**src/rtl/reg_read_port_if.sv**
```systemverilog
// -----------------------------------------------------------------------------
// reg_read_port_if
//
// Bundle of the decode, issue and write-back signals that meet at the
// register-file read side. The master modport belongs to whoever drives
// decode and write-back. The slave modport belongs to the register file.
//
// Signals (all synchronous to the register-file clock):
//   READENABLE   decode requests an operand read this cycle
//   ReadAddrA/B  source register addresses
//   ISSUE        decode issues an instruction that will write IssueDest
//   IssueDest    destination register of the issued instruction
//   WRITEENABLE  write-back valid
//   WriteAddr    write-back register address
//   WriteData    write-back value
//   ReadDataA/B  registered operands
//   READVALID    ReadDataA/B were updated at the last edge
//   STALL        combinational; the current read request cannot complete
// -----------------------------------------------------------------------------
interface reg_read_port_if #(
    parameter int DATAWIDTH = 32,
    parameter int ADDRWIDTH = 5
);
    logic                 READENABLE;
    logic [ADDRWIDTH-1:0] ReadAddrA;
    logic [ADDRWIDTH-1:0] ReadAddrB;
    logic                 ISSUE;
    logic [ADDRWIDTH-1:0] IssueDest;
    logic                 WRITEENABLE;
    logic [ADDRWIDTH-1:0] WriteAddr;
    logic [DATAWIDTH-1:0] WriteData;
    logic [DATAWIDTH-1:0] ReadDataA;
    logic [DATAWIDTH-1:0] ReadDataB;
    logic                 READVALID;
    logic                 STALL;

    modport master (
        output READENABLE, ReadAddrA, ReadAddrB,
        output ISSUE, IssueDest,
        output WRITEENABLE, WriteAddr, WriteData,
        input  ReadDataA, ReadDataB, READVALID, STALL
    );

    modport slave (
        input  READENABLE, ReadAddrA, ReadAddrB,
        input  ISSUE, IssueDest,
        input  WRITEENABLE, WriteAddr, WriteData,
        output ReadDataA, ReadDataB, READVALID, STALL
    );
endinterface

```
**src/rtl/reg_read_port.sv**
```systemverilog
// -----------------------------------------------------------------------------
// reg_read_port
//
// Read side of the register file. It holds 2**ADDRWIDTH registers of
// DATAWIDTH bits and has two registered read ports and one write-back port.
// A busy-bit scoreboard marks registers whose result has been issued but not
// yet written back. While a requested source is busy, STALL holds decode.
//
// Ports:
//   CLK      clock; all state updates on the rising edge
//   RESET_N  asynchronous, active-low reset. Clears storage, the busy bits
//            and the read outputs.
//   bus      reg_read_port_if.slave. It carries the read request, issue,
//            write-back, read data, READVALID and STALL.
//
// Register 0 is hard-wired to zero. It ignores writes and is never busy.
//
// Optional feature (macro REGFILE_BYPASS_EN):
//   defined   - a write-back in the same cycle as a read to the same register
//               is forwarded to that read port. It also resolves a busy
//               source, so there is no extra stall.
//   undefined - there is no forwarding. A same-cycle matching write-back is
//               treated as a hazard. The read then completes on the following
//               cycle from storage.
// -----------------------------------------------------------------------------
module reg_read_port #(
    parameter int DATAWIDTH = 32,
    parameter int ADDRWIDTH = 5
) (
    input  logic              CLK,
    input  logic              RESET_N,
    reg_read_port_if.slave    bus
);

    localparam int DEPTH = 1 << ADDRWIDTH;

    typedef logic [DATAWIDTH-1:0] word_t;

    // Architectural state
    word_t            regs_q [DEPTH];
    word_t            regs_d [DEPTH];
    logic [DEPTH-1:0] busy_q;
    logic [DEPTH-1:0] busy_d;

    // Read-port output registers
    word_t            rdata_a_q;
    word_t            rdata_a_d;
    word_t            rdata_b_q;
    word_t            rdata_b_d;
    logic             rvalid_q;
    logic             rvalid_d;

    // Request decode
    logic             src_a_nz;
    logic             src_b_nz;
    logic             wr_hit_a;
    logic             wr_hit_b;
    logic             hazard_a;
    logic             hazard_b;
    logic             stall;
    logic             accept;
    word_t            oper_a;
    word_t            oper_b;

    // -------------------------------------------------------------------------
    // Hazard detection and operand selection. Nothing here depends on ISSUE,
    // so STALL has no combinational path from the issue handshake.
    // -------------------------------------------------------------------------
    always_comb begin
        src_a_nz = (bus.ReadAddrA != '0);
        src_b_nz = (bus.ReadAddrB != '0);
        wr_hit_a = bus.WRITEENABLE && (bus.WriteAddr == bus.ReadAddrA);
        wr_hit_b = bus.WRITEENABLE && (bus.WriteAddr == bus.ReadAddrB);

`ifdef REGFILE_BYPASS_EN
        // A matching write-back resolves a busy source in the same cycle.
        hazard_a = src_a_nz && busy_q[bus.ReadAddrA] && !wr_hit_a;
        hazard_b = src_b_nz && busy_q[bus.ReadAddrB] && !wr_hit_b;

        oper_a = '0;
        if (src_a_nz) begin
            oper_a = wr_hit_a ? bus.WriteData : regs_q[bus.ReadAddrA];
        end
        oper_b = '0;
        if (src_b_nz) begin
            oper_b = wr_hit_b ? bus.WriteData : regs_q[bus.ReadAddrB];
        end
`else
        // Without forwarding, a same-cycle matching write-back also holds the
        // read off. The next cycle then reads the freshly written value.
        hazard_a = src_a_nz && (busy_q[bus.ReadAddrA] || wr_hit_a);
        hazard_b = src_b_nz && (busy_q[bus.ReadAddrB] || wr_hit_b);

        oper_a = src_a_nz ? regs_q[bus.ReadAddrA] : '0;
        oper_b = src_b_nz ? regs_q[bus.ReadAddrB] : '0;
`endif

        // Reset clears the busy bits asynchronously. Gating with RESET_N also
        // keeps STALL low during the settling time of reset.
        stall  = RESET_N && bus.READENABLE && (hazard_a || hazard_b);
        accept = bus.READENABLE && !stall;
    end

    // -------------------------------------------------------------------------
    // Next state: storage write, scoreboard update and read capture
    // -------------------------------------------------------------------------
    always_comb begin
        regs_d    = regs_q;
        busy_d    = busy_q;
        rdata_a_d = rdata_a_q;
        rdata_b_d = rdata_b_q;
        rvalid_d  = 1'b0;

        if (bus.WRITEENABLE && (bus.WriteAddr != '0)) begin
            regs_d[bus.WriteAddr] = bus.WriteData;
            busy_d[bus.WriteAddr] = 1'b0;
        end

        // This is applied after the write-back clear, so a set to the same
        // address wins.
        if (bus.ISSUE && !stall && (bus.IssueDest != '0)) begin
            busy_d[bus.IssueDest] = 1'b1;
        end

        if (accept) begin
            rdata_a_d = oper_a;
            rdata_b_d = oper_b;
            rvalid_d  = 1'b1;
        end
    end

    // -------------------------------------------------------------------------
    // State registers
    // -------------------------------------------------------------------------
    always_ff @(posedge CLK or negedge RESET_N) begin
        if (!RESET_N) begin
            regs_q    <= '{default: '0};
            busy_q    <= '0;
            rdata_a_q <= '0;
            rdata_b_q <= '0;
            rvalid_q  <= 1'b0;
        end else begin
            regs_q    <= regs_d;
            busy_q    <= busy_d;
            rdata_a_q <= rdata_a_d;
            rdata_b_q <= rdata_b_d;
            rvalid_q  <= rvalid_d;
        end
    end

    assign bus.ReadDataA = rdata_a_q;
    assign bus.ReadDataB = rdata_b_q;
    assign bus.READVALID = rvalid_q;
    assign bus.STALL     = stall;

endmodule

```
**src/flat_wrapper.sv**
```systemverilog
// flat-port wrapper written by rule: the top's interface ports become plain ports
module reg_read_port_flat 
#(
    parameter int DATAWIDTH = 32,
    parameter int ADDRWIDTH = 5
)
  (CLK, RESET_N, bus_READENABLE, bus_ReadAddrA, bus_ReadAddrB, bus_ISSUE, bus_IssueDest, bus_WRITEENABLE, bus_WriteAddr, bus_WriteData, bus_ReadDataA, bus_ReadDataB, bus_READVALID, bus_STALL);
  reg_read_port_if #(.DATAWIDTH(DATAWIDTH), .ADDRWIDTH(ADDRWIDTH)) bus_i ();
  input  logic CLK;
  input  logic RESET_N;
  input wire logic [$bits(bus_i.READENABLE)-1:0] bus_READENABLE;
  input wire logic [$bits(bus_i.ReadAddrA)-1:0] bus_ReadAddrA;
  input wire logic [$bits(bus_i.ReadAddrB)-1:0] bus_ReadAddrB;
  input wire logic [$bits(bus_i.ISSUE)-1:0] bus_ISSUE;
  input wire logic [$bits(bus_i.IssueDest)-1:0] bus_IssueDest;
  input wire logic [$bits(bus_i.WRITEENABLE)-1:0] bus_WRITEENABLE;
  input wire logic [$bits(bus_i.WriteAddr)-1:0] bus_WriteAddr;
  input wire logic [$bits(bus_i.WriteData)-1:0] bus_WriteData;
  output wire logic [$bits(bus_i.ReadDataA)-1:0] bus_ReadDataA;
  output wire logic [$bits(bus_i.ReadDataB)-1:0] bus_ReadDataB;
  output wire logic [$bits(bus_i.READVALID)-1:0] bus_READVALID;
  output wire logic [$bits(bus_i.STALL)-1:0] bus_STALL;
  assign bus_i.READENABLE = bus_READENABLE;
  assign bus_i.ReadAddrA = bus_ReadAddrA;
  assign bus_i.ReadAddrB = bus_ReadAddrB;
  assign bus_i.ISSUE = bus_ISSUE;
  assign bus_i.IssueDest = bus_IssueDest;
  assign bus_i.WRITEENABLE = bus_WRITEENABLE;
  assign bus_i.WriteAddr = bus_WriteAddr;
  assign bus_i.WriteData = bus_WriteData;
  assign bus_ReadDataA = bus_i.ReadDataA;
  assign bus_ReadDataB = bus_i.ReadDataB;
  assign bus_READVALID = bus_i.READVALID;
  assign bus_STALL = bus_i.STALL;
  reg_read_port #(.DATAWIDTH(DATAWIDTH), .ADDRWIDTH(ADDRWIDTH)) u_core (.CLK(CLK), .RESET_N(RESET_N), .bus(bus_i));
endmodule
```
**config.mk**
```make
export PLATFORM = sky130hd
export DESIGN_NAME = reg_read_port_flat
export DESIGN_NICKNAME = d
export VERILOG_FILES = /design/src/rtl/reg_read_port_if.sv /design/src/rtl/reg_read_port.sv /design/src/flat_wrapper.sv
export SDC_FILE = /design/constraint.sdc
export NUM_CORES = 2
export LEC_CHECK = 0
export CAP_MARGIN = 25
export CORE_ASPECT_RATIO = 0.8
export CORE_MARGIN = 1
export CORE_UTILIZATION = 50
export CTS_CLUSTER_SIZE = 28
export DETAILED_ROUTE_END_ITERATION = 12
export GPL_ROUTABILITY_DRIVEN = 0
export PLACE_DENSITY_LB_ADDON = 0.12
export SKIP_LAST_GASP = 1
export SLEW_MARGIN = 40
export SYNTH_ARGS = -nofsm -noshare
export SYNTH_HDL_FRONTEND = slang
export SYNTH_SLANG_ARGS = --single-unit
```
**constraint.sdc**
```tcl
create_clock -name CLK -period 6.3 [get_ports CLK]
set_input_delay 0.945 -clock CLK [delete_from_list [all_inputs] [get_ports CLK]]
set_output_delay 0.945 -clock CLK [all_outputs]
set_load 0.05 [all_outputs]
```
==> impl_metrics.toml <==
[run_status]
outcome = "finished, final reports clean"

[clock_network]
cts_hold_buf = 0
clockBufferDepth = 3
ctsRootBufferMaster = "sky130_fd_sc_hd__clkbuf_16"
clock_sink_count = 1121
clock_pin_slew_worst_setup_and_hold_paths_ps = 60
cts_tree = "yes"
cts.htree.levels = 3
worst_skew_pair.late_latency_ps = 730
post_cts_setup_driven_buffer_insertion_count = 0
clock_buffers_created_by_tritoncts = 114
post_cts_resized = 0

[global_routing]
antenna_found_initial = 7
grt_max_degree = 165
grt.total_usage = 0.306
first_global_vias = 37600
grt_first_pass_wirelength_um = 263000
grt_remaining_overflow = 0

[sta]
hold_violations = 0
fin_skew_ps = 19.1
rsz0062_at_grt = "false"
worst_slew_pin_slew_ps = 886
max_slew_margin_vs_limit = 0.408
post-route-min-period_ps = 4730
timing.final.crit_share = 0.750
max_freq_mhz = 212
max_slew_violation_total_from_the_final_report = 0
fin_setup_tns_ps = 0
setup_viol = 0

[floorplan]
chipHeight_um = 308
floorplan.die_area_um2 = 118000
die-width_um = 384
floorplan.io_pins = 123
floorplan.initialDensity = 0.507
core_area_um2 = 115000
core.rowCount = 111

[logic_synthesis]
synth.lib_cells_used.distinct = 47
synthesis.area_um2 = 58500
synth_cells = 3575
synthesis.yosys.warnings = 0
synth_seq_area_share = 0.480
synthArstFlopShare = 1.00
syn-num-nets = 3632
ys_seq_elements = 1121
synth_enable_flop_cells = 0
avg_synthesized_cell_area_um2 = 16.4
ys.flop_type = "sky130_fd_sc_hd__dfrtp_1"

[power]
power.density_cell_area_nw_per_um2 = 337
p_total_mw = 21.9
p_leak_nw = 27.5
peakVddDrop_uv = 215

[routing]
drt_pre_antenna_iters = 5
vias_per_cell = 6.92
routed-via-count = 35300
remaining_drc_errors = 0
postRouteAntennaNets = 0
wl_um = 177000
wl_per_cell_um = 34.7
count_of_routing_violations_after_the_opening_detailed_route_iteration = 3233

[min_path]
timing.hold.worst.class = "in2async"

[placement]
buffer_ports.inserted = 122
detailed_place_hpwl_um = 101000
placed_area_um2 = 60900

[finish]
diodes = 0
stdcell_area_um2 = 65000
layout_net_count = 3532
n_fill_cell = 8856
share_of_the_core_filled_with_cells_in_the_final_layout = 0.564
area.growth.synth_to_final_pct = 11.1
final_layout_size_suffix_gt1_frac = 0.564

[critical_path]
path_common_cell = "sky130_fd_sc_hd__buf_4"
worst_ep_required_time_ps = 5350
start_kind = "primary input"
reg2reg_to = "u_core.bus.ReadDataB[13]$_DFFE_PN0P_"
crit_chain = "buf_4 -> or4_1 -> nor2_4 -> nor4_1 -> a221oi_1 -> nor2_1 -> nor2_2 -> inv_1 -> buf_4"
worstSetupEndpointType = "output port"
critical_path.max_stage_delay_ps = 610
crit_slowest_cell = "sky130_fd_sc_hd__or4_1"
critical_path.max_fanout = 30
reg2reg_depth = 7
criticalPathCategory = "in2out"
rr_startpoint = "u_core.busy_q[16]$_DFF_PN0_"
crit_arrival_ps = 3780
rrSetupSlack_ps = 3500
crit_path_end = "bus_STALL"
setup.worst_path.start = "bus_ReadAddrB[3]"

[run]
number_of_maximum_capacitance_constraint_violations = 0
==> through the flow <==
stage	setup WS [ps]	hold WS [ps]	cells
after floorplan	2340	441	3575
after global placement	1290	376	4870
after detailed placement	1560	383	4880
after CTS	1550	293	5091
after global routing	1410	74.2	5095
final	1570	96.0	5095
==> cells in the mapped netlist (2+ instances only) <==
library cell               number  area (µm²)
sky130_fd_sc_hd__nand2b_1       7        43.8
sky130_fd_sc_hd__a32o_1        31         310
sky130_fd_sc_hd__buf_1         49         184
sky130_fd_sc_hd__o21ai_1       10        50.1
sky130_fd_sc_hd__o41ai_2        6        97.6
sky130_fd_sc_hd__nand3b_1       3        22.5
sky130_fd_sc_hd__a21oi_1        3        15.0
sky130_fd_sc_hd__mux2_2       992       11200
sky130_fd_sc_hd__inv_1         17        63.8
sky130_fd_sc_hd__a22oi_1        8        60.1
sky130_fd_sc_hd__or3_1          3        18.8
sky130_fd_sc_hd__o21ai_0       56         280
sky130_fd_sc_hd__nor4_1         3        18.8
sky130_fd_sc_hd__o41ai_1       58         508
sky130_fd_sc_hd__nor3b_1        4        30.0
sky130_fd_sc_hd__and3b_1        2        17.5
sky130_fd_sc_hd__buf_4          2        15.0
sky130_fd_sc_hd__nand2_1       19        71.3
sky130_fd_sc_hd__buf_6         12         135
sky130_fd_sc_hd__clkbuf_1     294        1100
sky130_fd_sc_hd__nor3_1         6        30.0
sky130_fd_sc_hd__or2_2          2        12.5
sky130_fd_sc_hd__xor2_1         4        35.0
sky130_fd_sc_hd__nor2_2         2        12.5
sky130_fd_sc_hd__mux4_2       646       14500
sky130_fd_sc_hd__nand4_1        2        12.5
sky130_fd_sc_hd__nor2b_1        5        31.3
sky130_fd_sc_hd__nand3_1        4        20.0
sky130_fd_sc_hd__nor2_1        23        86.3
sky130_fd_sc_hd__mux2i_1       85         851
sky130_fd_sc_hd__buf_2         74         370
sky130_fd_sc_hd__and3_1         3        18.8
sky130_fd_sc_hd__dfrtp_1     1121       28100
sky130_fd_sc_hd__xnor2_1        6        52.6
==> final cells by class <==
| cell class | instances | area (µm²) | share of cell area |
|---|---|---|---|
| Clock inverter | 53 | 716 | 0.0110 |
| Clock buffer | 158 | 3280 | 0.0505 |
| Inverter | 17 | 63.8 | 0.000982 |
| Multi-Input combinational cell | 2005 | 28800 | 0.443 |
| Timing Repair Buffer | 216 | 2190 | 0.0337 |
| Tap cell | 1525 | 1910 | 0.0294 |
| Sequential cell | 1121 | 28100 | 0.432 |
==> power breakdown <==
group	leakage, nW	switching, mW	internal, mW
sequential	14.4	1.08	8.63
clock	1.98	2.95	4.32
combinational	11.2	2.09	2.81
total	27.5	6.12	15.7
==> per-layer routing <==
layer	wire length (µm)	GRT usage	vias up
met3	12100	0.0604	320
li1	-	-	13800
met1	77200	0.451	19700
met5	34	0	-
met4	5430	0.0880	6
met2	82100	0.465	1378
==> registers in the layout (all words and copies together), names as in the netlist <==
signal and cells:
u_core.bus.READVALID 1, u_core.bus.ReadDataB 32, u_core.bus.ReadDataA 32, u_core.regs_q 1024
u_core.busy_q 32
==> worst min-delay path by stage <==
stage / slack [ps] / end / depth (start not counted)
2_1_floorplan: 440 / u_core.regs_q[1000]$_DFFE_PN0P_ / 1
3_3_place_gp: 380 / u_core.regs_q[1016]$_DFFE_PN0P_ / 0
3_5_place_dp: 380 / u_core.regs_q[1020]$_DFFE_PN0P_ / 0
4_1_cts: 290 / u_core.regs_q[160]$_DFFE_PN0P_ / 1
5_1_grt: 70 / u_core.regs_q[515]$_DFFE_PN0P_ / 1
6_report: 100 / u_core.regs_q[160]$_DFFE_PN0P_ / 1
==> logic make-up after synthesis <==
| kind of cell | count (synthesis) | synth area share |
|---|---|---|
| AO/OA/AOI/OAI | 179 | 0.0238 |
| AND/OR/NAND/NOR | 93 | 0.00847 |
| XOR/XNOR | 10 | 0.00150 |
| multiplexers | 1723 | 0.454 |
| flip-flops | 1121 | 0.480 |
| buffers and inverters | 449 | 0.0323 |
==> layout by cell type (no fill, tap or decap), drive strengths merged, types with 7 or more instances in the layout <==
| cell type | n |
|---|---|
| bufinv | 17 |
| inv | 21 |
| a32o | 31 |
| o21ai | 66 |
| nand2 | 19 |
| o41ai | 64 |
| a22oi | 8 |
| buf | 137 |
| mux4 | 646 |
| mux2 | 992 |
| clkbuf | 159 |
| mux2i | 85 |
| clkinv | 28 |
| nor2 | 25 |
| clkdlybuf4s50 | 78 |
| nand2b | 7 |
| dfrtp | 1121 |
==> worst max-delay path, delay by kind of cell <==
kind            cells  cell delay [ps]
buf+inv             3              560
simple gates        5             1660
compound gates      1              580
Note: power is estimated with default switching activity, not from simulation.
